`src/rtl/transpose_stream.sv`:
```
// Corner-turn buffer: ROWS row beats in, COLS transposed column beats out; TRANSPOSE_STREAM_PINGPONG_EN adds a second bank.
// First column one cycle after the last row; outputs hold while out_ready=0, in_ready drops while no bank is free.
module transpose_stream #(
  parameter int ROWS   = 4,
  parameter int COLS   = 8,
  parameter int ELEM_W = 1
) (
  input  logic                   clk,
  input  logic                   rst_n,
  input  logic                   flush,
  input  logic                   in_valid,
  output logic                   in_ready,
  input  logic [COLS*ELEM_W-1:0] in_data,
  output logic                   out_valid,
  input  logic                   out_ready,
  output logic [ROWS*ELEM_W-1:0] out_data,
  output logic                   out_last,
  output logic                   busy
);

  localparam int RW = (ROWS > 1) ? $clog2(ROWS) : 1;
  localparam int CW = (COLS > 1) ? $clog2(COLS) : 1;
  localparam logic [RW-1:0] ROW_LAST = RW'(ROWS - 1);
  localparam logic [CW-1:0] COL_LAST = CW'(COLS - 1);

  typedef logic [ROWS-1:0][COLS*ELEM_W-1:0] bank_t;

  logic [RW-1:0] row_cnt_q, row_cnt_d;
  logic [CW-1:0] col_cnt_q, col_cnt_d;
  logic          in_fire, out_fire, row_done, col_done;
  bank_t         rd_bank;

  assign in_fire  = in_valid && in_ready;
  assign out_fire = out_valid && out_ready;
  assign row_done = in_fire && (row_cnt_q == ROW_LAST);
  assign col_done = out_fire && (col_cnt_q == COL_LAST);
  assign out_last = out_valid && (col_cnt_q == COL_LAST);

  always_comb begin
    row_cnt_d = row_cnt_q;
    col_cnt_d = col_cnt_q;
    if (in_fire) row_cnt_d = row_done ? '0 : row_cnt_q + 1'b1;
    if (out_fire) col_cnt_d = col_done ? '0 : col_cnt_q + 1'b1;
    if (flush) begin
      row_cnt_d = '0;
      col_cnt_d = '0;
    end
  end

  always_ff @(posedge clk) begin
    if (!rst_n) begin
      row_cnt_q <= '0;
      col_cnt_q <= '0;
    end else begin
      row_cnt_q <= row_cnt_d;
      col_cnt_q <= col_cnt_d;
    end
  end

  // Column select works purely from registered storage and col_cnt_q.
  always_comb begin
    out_data = '0;
    for (int j = 0; j < ROWS; j++) begin
      out_data[j*ELEM_W +: ELEM_W] = rd_bank[j][col_cnt_q*ELEM_W +: ELEM_W];
    end
  end

`ifdef TRANSPOSE_STREAM_PINGPONG_EN
  logic [1:0] full_q, full_d;
  logic       wr_bk_q, wr_bk_d;
  logic       rd_bk_q, rd_bk_d;
  bank_t      mem_q [2];

  assign in_ready  = !full_q[wr_bk_q];
  assign out_valid = full_q[rd_bk_q];
  assign busy      = (|full_q) || (row_cnt_q != '0);
  assign rd_bank   = mem_q[rd_bk_q];

  // A fill only completes into an empty bank and a drain only from a full one,
  // so both updates in one cycle always touch different banks.
  always_comb begin
    full_d  = full_q;
    wr_bk_d = wr_bk_q;
    rd_bk_d = rd_bk_q;
    if (row_done) begin
      full_d[wr_bk_q] = 1'b1;
      wr_bk_d         = !wr_bk_q;
    end
    if (col_done) begin
      full_d[rd_bk_q] = 1'b0;
      rd_bk_d         = !rd_bk_q;
    end
    if (flush) begin
      full_d  = '0;
      wr_bk_d = 1'b0;
      rd_bk_d = 1'b0;
    end
  end

  always_ff @(posedge clk) begin
    if (!rst_n) begin
      full_q  <= '0;
      wr_bk_q <= 1'b0;
      rd_bk_q <= 1'b0;
      mem_q   <= '{default: '0};
    end else begin
      full_q  <= full_d;
      wr_bk_q <= wr_bk_d;
      rd_bk_q <= rd_bk_d;
      if (in_fire && !flush) mem_q[wr_bk_q][row_cnt_q] <= in_data;
    end
  end
`else
  typedef enum logic {FILL, DRAIN} state_t;

  state_t state_q, state_d;
  bank_t  mem_q;

  assign in_ready  = (state_q == FILL);
  assign out_valid = (state_q == DRAIN);
  assign busy      = (state_q == DRAIN) || (row_cnt_q != '0);
  assign rd_bank   = mem_q;

  always_comb begin
    state_d = state_q;
    if (row_done) state_d = DRAIN;
    if (col_done) state_d = FILL;
    if (flush) state_d = FILL;
  end

  always_ff @(posedge clk) begin
    if (!rst_n) begin
      state_q <= FILL;
      mem_q   <= '0;
    end else begin
      state_q <= state_d;
      if (in_fire && !flush) mem_q[row_cnt_q] <= in_data;
    end
  end
`endif

endmodule
```
`config.mk`:
```
export PLATFORM = sky130hd
export DESIGN_NAME = transpose_stream
export DESIGN_NICKNAME = d
export VERILOG_FILES = /design/src/rtl/transpose_stream.sv
export SDC_FILE = /design/constraint.sdc
export NUM_CORES = 1
export LEC_CHECK = 0
export BUFFER_PORTS_ARGS = -buffer_cell sky130_fd_sc_hd__buf_2
export CORE_UTILIZATION = 60
export CTS_CLUSTER_SIZE = 12
export DETAILED_ROUTE_END_ITERATION = 12
export GPL_ROUTABILITY_DRIVEN = 0
export GPL_TIMING_DRIVEN = 0
export PLACE_DENSITY_LB_ADDON = 0.15
export REMOVE_ABC_BUFFERS = 1
export SLEW_MARGIN = 20
export SYNTH_ARGS = -nofsm -noshare
export SYNTH_HDL_FRONTEND = slang
export SYNTH_SLANG_ARGS = --single-unit
```
`constraint.sdc`:
```
create_clock -name clk -period 4.4 [get_ports clk]
set_clock_uncertainty 0.1 [all_clocks]
set_input_delay 1.32 -clock clk [delete_from_list [all_inputs] [get_ports clk]]
set_output_delay 1.32 -clock clk [all_outputs]
set_load 0.05 [all_outputs]
```
# Word level (Yosys, flattened, before mapping)
# Cells that the tools add are included.
dict set report word_totals {
  register_bits 38
  input_bits 13
  out_inout_bits 8
  wordCells 36
}
dict set report op_classes {
  add_sub_neg 2
  order_cmp 2
  n_eq_ne 2
  shifts 4
  muxes 5
  bitwise 2
  reduce_logical 12
}
# op n
set ops {}
lappend ops {{32-bit bitwise mux} 1}
lappend ops {{8-bit by 4-bit variable part select with 1-bit output} 4}
lappend ops {{8-bit demux with 2-bit select} 1}
lappend ops {{8-bit two-way mux} 1}
lappend ops {{1-bit logical AND} 7}
lappend ops {{3-bit by 1-bit adder with 3-bit output (second input constant)} 1}
lappend ops {{3-bit equality test (second input constant)} 1}
lappend ops {{2-bit by 3-bit less-than comparator with 1-bit output (second input constant)} 1}
lappend ops {{3-bit two-way mux} 1}
lappend ops {{3-bit OR reduction} 1}
lappend ops {{2-bit by 1-bit adder with 2-bit output (second input constant)} 1}
lappend ops {{2-bit equality test (second input constant)} 1}
lappend ops {{2-bit by 1-bit >= comparator with 1-bit output (second input constant)} 1}
lappend ops {{2-bit two-way mux} 1}
lappend ops {{1-bit NOT} 2}
lappend ops {{2-bit nonzero test} 1}
lappend ops {{2-bit OR reduction} 1}
lappend ops {{1-bit zero test} 1}
lappend ops {{1-bit logical OR} 1}

# Logic depth before layout (Yosys ltp)
dict set report depth {
  ltp_word 5
  depth_mapped 7
  depth_no_buf 5
}

# Worst setup path before layout
# OpenSTA, ideal clock, no wires.
dict set report synth_path {
  path_kind {register to output}
  startpoint {reg state_q, in the netlist out_valid}
  endpoint {out busy}
  arrival_ps 1509
  required_time_ps 2980
  path_slack_ps 1471
  stages_incl_launch_ff 4
  path_buffers 1
  path_cell_list {dfxtp_1 > buf_4 > inv_1 > nand2_1}
}
dict set report synth_between {
  elab_chain_len 1
}
# element line
set synth_rtl {}
lappend synth_rtl {{start: declaration} 116} ;# state_t state_q, state_d;
lappend synth_rtl {{start signal: assignment} 136} ;# state_q <= state_d;
lappend synth_rtl {{1-bit logical OR} 121} ;# assign busy = (state_q == DRAIN) || (row_cnt_q != '0);
lappend synth_rtl {{end: declaration} 18} ;# output logic busy
# Every way passes these cells.

# Worst setup path after layout
dict set report layout_path {
  startpoint {reg col_cnt_q[0]}
  endpoint {out out_data[0]}
}
dict set report layout_between {
  elab_chain_len 1
}
# element line
set layout_rtl {}
lappend layout_rtl {{start: declaration} 29} ;# logic [CW-1:0] col_cnt_q, col_cnt_d;
lappend layout_rtl {{start signal: assignment} 56} ;# col_cnt_q <= col_cnt_d;
lappend layout_rtl {{8-bit by 4-bit variable part select with 1-bit output} 64} ;# out_data[j*ELEM_W +: ELEM_W] = rd_bank[j][col_cnt_q*ELEM_W +: ELEM_W];
lappend layout_rtl {{end: declaration} 16} ;# output logic [ROWS*ELEM_W-1:0] out_data,
# Every way passes these cells.

==> summary.md <==
| Metric | Value |
|---|---|
| Run status | `complete, no violations` |
| Drt pass-1 iters | `5` |
| Ranking of synthesized cells by area | `dfxtp_1 45%, mux4_1 12%, nand3_1 9.4%` |
| DRC violations left | `0` |
| Fill count | `196` |
| Vias post-DR | `1320` |
| Register-to-Register Path Depth | `5` |
| Post-synth EDFFs | `0` |
| Mean Syn Cell Area | `9.87 sq um` |
| Most common library cells after synthesis | `38 x dfxtp_1, 32 x nand3_1, 32 x o21ai_0, 12 x nand2_1, 10 x clkbuf_1` |
| Core area | `2570 sq um` |
| Fraction of registers with async set/reset | `0%` |
| Final core area utilization | `70.5%` |
| Post-synthesis mux area share | `16.8%` |
| Vias in the first global route | `1108` |
| Multi-input gate area | `850 sq um` |
| CP startpoint kind | `flop` |
| Hpwl dp | `2380 um` |
| Setup crit end kind | `output pin` |
| Num CTS Buffers | `5` |
| Share of layout cells above drive strength 1 | `16.5%` |
| Post-Synth XOR/XNOR Area | `0%` |
| Clock H-tree levels | `2` |
| Port bufs | `20` |
| Crit path capture | `out_data[0]` |
| Clk_lat worst skew | `340 ps` |
| R2R Path End | `mem_q[21]$_SDFFE_PN0P_` |
| Post-Layout Cell Count | `212` |
| Detailed Route Iter0 Violations | `32` |
| Largest family of logic cells by synthesized area | `simple AND/OR/NAND/NOR gates` |
| Cts repair resizes | `0` |
| Area post-placement | `1760 sq um` |
| Routed len/inst | `15.8 um` |
| DR vias/cell | `6.23` |
| Register area share after synthesis | `44.8%` |
| Initial Util | `66.1%` |
| Post-synth cell types | `21` |
| Worst-margin pin slew | `666 ps` |
| N_diodes | `0` |
| Worst VDD drop | `0.240 mV` |
| Compound-cell area share of the yosys netlist | `10.8%` |
| Post-synthesis adder-cell area fraction | `4.42%` |
| GRT Resource Usage Total | `24.9%` |
| CP required | `2980 ps` |
| R2R Path Start | `row_cnt_q[0]$_SDFFE_PP0P_` |
| RSZ-0062 raised after global routing | `false` |
| Fmax | `0.280 GHz` |
| CTS tree | `built` |
| Largest net degree at the start of global routing | `42` |
| Total power | `0.566 mW` |
| Most common cell in the synthesized netlist | `dfxtp_1` |
| Final min period | `3570 ps` |
| Pre-CTS WS | `1200 ps` |
| Die height | `55.2 um` |
| Final hold violation count | `0` |
| Cell area after layout | `1810 sq um` |
| PwrDens | `312 nW/um^2` |
| Flop-to-flop setup slack | `2660 ps` |
| Post-DRT Antenna Nets | `0` |
| Simple-Gate Fraction of Synth Area | `18.0%` |
| Final worst slack | `829 ps` |
| Dpl cells | `206` |
| Hold WC Path Type | `reg2reg` |
| Area Overhead vs Synth | `6.63%` |
| Setup CP Type | `reg2out` |
| #FFs+latches synth | `38` |
| Clock Sinks | `38` |
| Die X | `55.2 um` |
| Top cell type's share of synthesized area | `44.8%` |
| DIE AREA | `3050 sq um` |
| Fin Setup TNS | `0 ps` |
| First-pass GRT wire length | `5080 um` |
| Post-Synthesis Cells | `172` |
| Nets | `202` |
| YS warnings | `0` |
| Mapped Area | `1700 sq um` |
| Clock transition at the registers of the reported paths | `120 ps` |
| Initial antenna violation count | `0` |
| Worst-path fanout max | `11` |
| Row Count | `18` |
| Primary FF master, synth | `dfxtp_1` |
| Setup violators final | `0` |
| Fin crit share | `81.2%` |
| Slew Limit Headroom | `55.6%` |
| Postcts setup bufs | `0` |
| Clock Tree Root | `clkbuf_4` |
| Post-synth top area cell | `dfxtp_1` |
| Storage cell area | `761 sq um` |
| Leak | `0.728 nW` |
| Worst setup startpoint | `col_cnt_q[0]$_SDFFE_PP0P_` |
| Routed wire length | `3360 um` |
| WP data arrival | `2150 ps` |
| CTS hold repair buffers | `0` |
| Hold Slack | `377 ps` |
| I/O Pins | `21` |
| CTS Buffer Depth | `2` |
| Gr ovfl total | `0` |
| Max Slew Vio Count | `0` |
| Max-cap violation count | `0` |
-- logic make-up after synthesis --
family                   after synthesis
AO/OA/AOI/OAI                         36
multiplexers                          15
buffers and inverters                 19
AND/OR/NAND/NOR                       58
flip-flops                            38
adder cells (fa/ha/maj)                6
-- state kept, by name, summed over array words and instances, names as in the netlist --
signal	count
col_cnt_q	3
mem_q	32
row_cnt_q	2
out_valid	1
-- where the power goes --
part,internal [mW],switching [mW],total (mW)
sequential,0.349,0.00315,0.352
combinational,0.0120,0.0250,0.0370
clock,0.0721,0.104,0.176
-- cell usage in the layout (no fill, tap or decap), types with 5 or more instances in the layout --
| cell type | n |
|---|---|
| o21ai_0 | 32 |
| mux4_1 | 8 |
| dfxtp_1 | 38 |
| clkbuf_4 | 5 |
| nand2_1 | 12 |
| buf_2 | 20 |
| ha_1 | 6 |
| nor2_1 | 5 |
| nand3_1 | 32 |
-- worst max-delay path: stages, from the launching register on --
cell	delay (ps)
dfxtp_1	670
mux4_1	640
mux2_2	290
buf_2	210
-- final cells by class --
cell class                      instances  share of cell area [%]
Multi-Input combinational cell        115                    46.9
Clock buffer                            6                    2.83
Tap cell                               30                    2.07
Timing Repair Buffer                   20                    5.53
Inverter                                3                   0.622
Sequential cell                        38                    42.0
-- layer usage --
layer  up-vias  part of all wire, %  global-route usage (%)
met5         -                    0                       0
met2        49                   50                    43.8
li1        649                    -                       -
met4         0                 0.39                    8.33
met1       620                   44                    29.8
met3         2                  6.0                    5.74
-- worst min-delay path by stage --
stage                            from                endpoint  slack, ps  depth (start not counted)
2_1_floorplan  mem_q[13]$_SDFFE_PN0P_  mem_q[13]$_SDFFE_PN0P_        330                          2
3_3_place_gp   mem_q[11]$_SDFFE_PN0P_  mem_q[11]$_SDFFE_PN0P_        350                          2
3_5_place_dp   mem_q[12]$_SDFFE_PN0P_  mem_q[12]$_SDFFE_PN0P_        360                          2
4_1_cts        mem_q[12]$_SDFFE_PN0P_  mem_q[12]$_SDFFE_PN0P_        380                          2
5_1_grt        mem_q[31]$_SDFFE_PN0P_  mem_q[31]$_SDFFE_PN0P_        400                          2
6_report       mem_q[23]$_SDFFE_PN0P_  mem_q[23]$_SDFFE_PN0P_        380                          2
Note: power is estimated with default switching activity, not from simulation.
